[config.mk]
export PLATFORM = sky130hd
export DESIGN_NAME = nes_controller_port
export DESIGN_NICKNAME = d
export VERILOG_FILES = /design/src/rtl/nes_controller_port.sv
export SDC_FILE = /design/constraint.sdc
export NUM_CORES = 1
export LEC_CHECK = 0
export CORE_ASPECT_RATIO = 1.4
export CORE_MARGIN = 5
export CORE_UTILIZATION = 29
export DETAILED_ROUTE_END_ITERATION = 12
export SLEW_MARGIN = 20
export SYNTH_ARGS = -nofsm -noshare
export SYNTH_HDL_FRONTEND = slang
export SYNTH_SLANG_ARGS = --single-unit
[constraint.sdc]
create_clock -name Clk -period 3.26 [get_ports Clk]
set_clock_uncertainty 0.15 [all_clocks]
set_input_delay 0.489 -clock Clk [delete_from_list [all_inputs] [get_ports Clk]]
set_output_delay 0.489 -clock Clk [all_outputs]
set_load 0.02 [all_outputs]
[src/rtl/nes_controller_port.sv]
// NES controller port ($4016/$4017) driven from a USB HID keycode.
// The keycode is synchronized and run-length filtered into an 8-bit button
// vector. CPU writes to $4016 control the strobe, and CPU reads of $4016
// shift the button vector out serially. $4017 reads as an absent second pad.
//
// Ports:
//   Clk            NES master clock; all state changes on its rising edge
//   Reset_n        asynchronous active-low reset
//   CPU_EN         one-cycle qualifier for a CPU bus access
//   CPU_ADDR       CPU address bus
//   CPU_DIN        CPU write data (only bit 0 is used)
//   CPU_RW_n       1 = read, 0 = write
//   keycode        USB HID keycode, asynchronous to Clk, 8'h00 = no key
//   CPU_DOUT       combinational read data (8'h00 when not driving)
//   CPU_DOUT_VALID high when CPU_DOUT must drive the CPU data bus
//   buttons_dbg    filtered button vector {Right,Left,Down,Up,Start,Select,B,A}
module nes_controller_port #(
    parameter logic [7:0]  OPEN_BUS       = 8'h40,
    parameter int unsigned STABLE_SAMPLES = 2
) (
    input  logic        Clk,
    input  logic        Reset_n,
    input  logic        CPU_EN,
    input  logic [15:0] CPU_ADDR,
    input  logic [7:0]  CPU_DIN,
    input  logic        CPU_RW_n,
    input  logic [7:0]  keycode,
    output logic [7:0]  CPU_DOUT,
    output logic        CPU_DOUT_VALID,
    output logic [7:0]  buttons_dbg
);

    localparam int unsigned    CNT_W     = 4;
    localparam int unsigned    BTN_W     = 8;
    localparam logic [CNT_W-1:0] CNT_MAX = CNT_W'(STABLE_SAMPLES);
    localparam logic [15:0]    ADDR_JOY1 = 16'h4016;
    localparam logic [15:0]    ADDR_JOY2 = 16'h4017;

    logic [7:0]       kc_meta;
    logic [7:0]       sync_kc;
    logic [7:0]       kc_prev;
    logic [CNT_W-1:0] stable_cnt;
    logic [BTN_W-1:0] btn;
    logic             strobe;
    logic [BTN_W-1:0] shift_reg;
    logic             wr_joy1;
    logic             rd_joy1;
    logic             rd_joy2;
    logic             unused_din;

    // One-hot keycode to button map; unknown codes release every button.
    function automatic logic [BTN_W-1:0] decode_key(input logic [7:0] kc);
        logic [BTN_W-1:0] b;
        b = '0;
        case (kc)
            8'h0D:   b = 8'b0000_0001; // A
            8'h0E:   b = 8'b0000_0010; // B
            8'h2C:   b = 8'b0000_0100; // Select
            8'h28:   b = 8'b0000_1000; // Start
            8'h1A:   b = 8'b0001_0000; // Up
            8'h16:   b = 8'b0010_0000; // Down
            8'h04:   b = 8'b0100_0000; // Left
            8'h07:   b = 8'b1000_0000; // Right
            default: b = '0;
        endcase
        return b;
    endfunction

    // Two-flop synchronizer for the asynchronous keycode.
    always_ff @(posedge Clk or negedge Reset_n) begin
        if (!Reset_n) begin
            kc_meta <= '0;
            sync_kc <= '0;
        end else begin
            kc_meta <= keycode;
            sync_kc <= kc_meta;
        end
    end

    // Stability filter: btn loads once, in the cycle the run counter
    // reaches its saturation value; a single-sample glitch never gets there.
    always_ff @(posedge Clk or negedge Reset_n) begin
        if (!Reset_n) begin
            kc_prev    <= '0;
            stable_cnt <= '0;
            btn        <= '0;
        end else begin
            kc_prev <= sync_kc;
            if (sync_kc != kc_prev) begin
                stable_cnt <= '0;
            end else if (stable_cnt != CNT_MAX) begin
                stable_cnt <= stable_cnt + CNT_W'(1);
                if (stable_cnt == CNT_MAX - CNT_W'(1)) begin
                    btn <= decode_key(sync_kc);
                end
            end
        end
    end

    // Bus access qualification.
    always_comb begin
        wr_joy1 = CPU_EN && !CPU_RW_n && (CPU_ADDR == ADDR_JOY1);
        rd_joy1 = CPU_EN &&  CPU_RW_n && (CPU_ADDR == ADDR_JOY1);
        rd_joy2 = CPU_EN &&  CPU_RW_n && (CPU_ADDR == ADDR_JOY2);
    end

    assign unused_din = ^CPU_DIN[7:1];

    // Strobe and serial shifter. While strobe is high the shifter tracks btn
    // every cycle, so the falling-strobe write leaves it holding btn of that
    // cycle. Ones fill in from the top, giving bit0=1 after eight reads.
    always_ff @(posedge Clk or negedge Reset_n) begin
        if (!Reset_n) begin
            strobe    <= 1'b0;
            shift_reg <= '1;
        end else begin
            if (wr_joy1) begin
                strobe <= CPU_DIN[0];
            end
            if (strobe) begin
                shift_reg <= btn;
            end else if (rd_joy1) begin
                shift_reg <= {1'b1, shift_reg[BTN_W-1:1]};
            end
        end
    end

    // Combinational read path; while strobe is high bit0 is the live A button.
    always_comb begin
        CPU_DOUT_VALID = 1'b0;
        CPU_DOUT       = '0;
        if (Reset_n && rd_joy1) begin
            CPU_DOUT_VALID = 1'b1;
            CPU_DOUT       = OPEN_BUS | {7'b0, (strobe ? btn[0] : shift_reg[0])};
        end else if (Reset_n && rd_joy2) begin
            CPU_DOUT_VALID = 1'b1;
            CPU_DOUT       = {OPEN_BUS[7:1], 1'b0};
        end
    end

    assign buttons_dbg = btn;

endmodule

==> results of run 1 <==
-- routing by layer --
metal	GRT usage	routed length (um)	vias to the layer above
li1	-	-	636
met4	0.0381	84	0
met5	0	0	-
met1	0.0988	1530	612
met2	0.154	1790	44
met3	0.0336	306	7
-- cells in the final DEF, fill, tap and decap left out, types with 5 or more instances in the layout --
master and n:
o21ai_0 8, nor2_1 9, mux2_2 9, dfstp_2 8
xor2_1 8, nor2b_1 9, conb_1 6, dfrtp_1 37
a31oi_1 7, a21oi_1 9, nand2_1 5, clkdlybuf4s50_1 37
clkbuf_8 5
-- critical path, delay by kind of cell --
family	cells	cell delay, ps
simple gates	3	840
buf+inv	2	1030
-- kinds of logic after synthesis --
| kind of cell | share of synthesized area |
|---|---|
| other | 0.00193 |
| and+or+nand+nor | 0.170 |
| AOI/OAI and AO/OA | 0.0701 |
| muxes | 0.0623 |
| buffers and inverters | 0.0476 |
| DFF | 0.584 |
| xor gates and xnor gates | 0.0450 |
| adders and majority gates | 0.0193 |
-- layout make-up --
cell class / instances / area, um^2 / share of cell area
Clock buffer: 5 / 68.8 / 0.0277
Clock inverter: 3 / 21.3 / 0.00857
Inverter: 3 / 11.3 / 0.00454
Multi-Input combinational cell: 106 / 737 / 0.297
Sequential cell: 45 / 1140 / 0.458
Tap cell: 74 / 92.6 / 0.0373
Timing Repair Buffer: 43 / 414 / 0.167
-- where the power goes --
part | switching [mW] | internal, mW | total [mW]
logic | 0.0323 | 0.0401 | 0.0724
registers | 0.0121 | 0.574 | 0.586
clock network | 0.186 | 0.152 | 0.338
total | 0.230 | 0.766 | 0.996
-- worst paths after layout --
kind,slack (ps),cells past startpoint,end
min in group Clk,200,0,sync_kc[5]
setup / recovery,270,5,CPU_DOUT_VALID
hold / removal,200,2,stable_cnt[0]
setup reg to reg,1240,4,buttons_dbg[5]
hold reg to reg,200,0,sync_kc[5]
max in group asynchronous,2380,2,shift_reg[0]
-- stage by stage --
stage               utilization  setup TNS, ps
floorplan                     -              0
global placement          0.364              0
detailed placement        0.364          -2.52
CTS                       0.378              0
global route              0.378              0
finish                    0.378              0
==> flow_summary.json, run 1 <==
{
  "cts_tree": "built",
  "grt_max_degree": 46,
  "place_inst": 271,
  "grt_pass1_wl_um": 5970,
  "clkTransAtPathRegs_ps": 80,
  "antenna_left": 0,
  "whs_ps": 199,
  "peakVddDrop_v": 0.000310,
  "antenna_cells": 0,
  "syn-instance-count": 161,
  "post-route-period-util": 0.919,
  "syn_area_per_cell_um2": 12.1,
  "synthTopCellsByCount": "37 x dfrtp_1, 9 x a21oi_1, 9 x mux2_2, 9 x nor2_1, 9 x nor2b_1",
  "yosysTopAreaCellShare": 0.476,
  "required_ps": 2620,
  "cts_buffers": 5,
  "gp_congestion": 0.731,
  "nets": 243,
  "setup_violations": 0,
  "hp-class": "in2async",
  "hold_buffers": 0,
  "dr.pass1.iters": 3,
  "maxCapViolCount": 0,
  "rsz0062_at_grt": "no",
  "crit_chain": "clkdlybuf4s50_1, nor4_2, and4b_1, and3_1, clkdlybuf4s50_1",
  "wirelength_um": 3710,
  "yosys_most_used_dff": "dfrtp_1",
  "clockRootBuffer": "clkbuf_8",
  "drt_iter0_drc": 28,
  "postCtsSetupBuffers": 0,
  "yosys-top-cells-area": "dfrtp_1 48%, dfstp_2 11%, mux2_2 5.2%",
  "nFillCells": 671,
  "hpwl_um": 2760,
  "cts.htree.levels": 2,
  "synthArstFlopShare": 1.00,
  "worstSetupStartpoint": "CPU_ADDR[11]",
  "wl_per_cell_um": 13.3,
  "synth_area_mm2": 0.00195,
  "final_area_mm2": 0.00248,
  "ioPinCount": 53,
  "clockBufferDepth": 2,
  "core-area_mm2": 0.00657,
  "syn_to_final_growth_pct": 27.4,
  "dpl_cell_area_mm2": 0.00239,
  "fmax_mhz": 334,
  "clock_sinks": 45,
  "ys_seq_area_frac": 0.584,
  "layout.cells.non_filler": 279,
  "slew_headroom": 0.630,
  "vias": 1299,
  "critical_path_class": "in2out",
  "grt_use_total": 0.0898,
  "synth_top_area_cell": "dfrtp_1",
  "portBuffers": 39,
  "synth_edf_count": 0,
  "die_w_um": 79.2,
  "synth_seq_cells": 45,
  "yosysWarnings": 0,
  "crit_slowest_cell": "clkdlybuf4s50_1",
  "path_max_fanout": 3,
  "antenna_found_initial": 0,
  "viasPerCell": 4.66,
  "synth_most_common_cell": "dfrtp_1",
  "status": "completed",
  "slowest_delay_ps": 610,
  "power_leakage_nw": 1.02,
  "critPathArrivalTime_ps": 2360,
  "end_kind": "primary output",
  "post-route-min-period_ps": 2990,
  "yosysUniqueCellTypes": 36,
  "tightest_slew_ps": 554,
  "rows": 35,
  "clk_latency_ps": 290,
  "pre_cts_ws_ps": -2.52,
  "drive_gt1_frac": 0.171,
  "drc": 0,
  "drv_slew": 0,
  "hold_viol_final": 0,
  "pwr_density_cell_mw_per_mm2": 401,
  "initial_core_util": 0.296,
  "die_y_um": 107,
  "r2r_start": "sync_kc[1]",
  "grt_overflow": 0,
  "power_mw": 0.996,
  "dieArea_mm2": 0.00847,
  "cts_resized": 1,
  "setup_slack_ps": 265,
  "crit_path_frequent_cell": "clkdlybuf4s50_1",
  "startpoint_type": "input port",
  "grt_pass1_vias": 1299
}
Power figures use the tool's default switching activity.
==> inputs of run 2 (changes only) <==
--- a/config.mk
+++ b/config.mk
@@ -9,6 +9,7 @@
 export CORE_MARGIN = 5
 export CORE_UTILIZATION = 29
 export DETAILED_ROUTE_END_ITERATION = 12
+export HOLD_SLACK_MARGIN = 0.15
 export SLEW_MARGIN = 20
 export SYNTH_ARGS = -nofsm -noshare
 export SYNTH_HDL_FRONTEND = slang
==> results of run 2 <==
The final DEF is identical to that of run 1; final timing and power are the same.
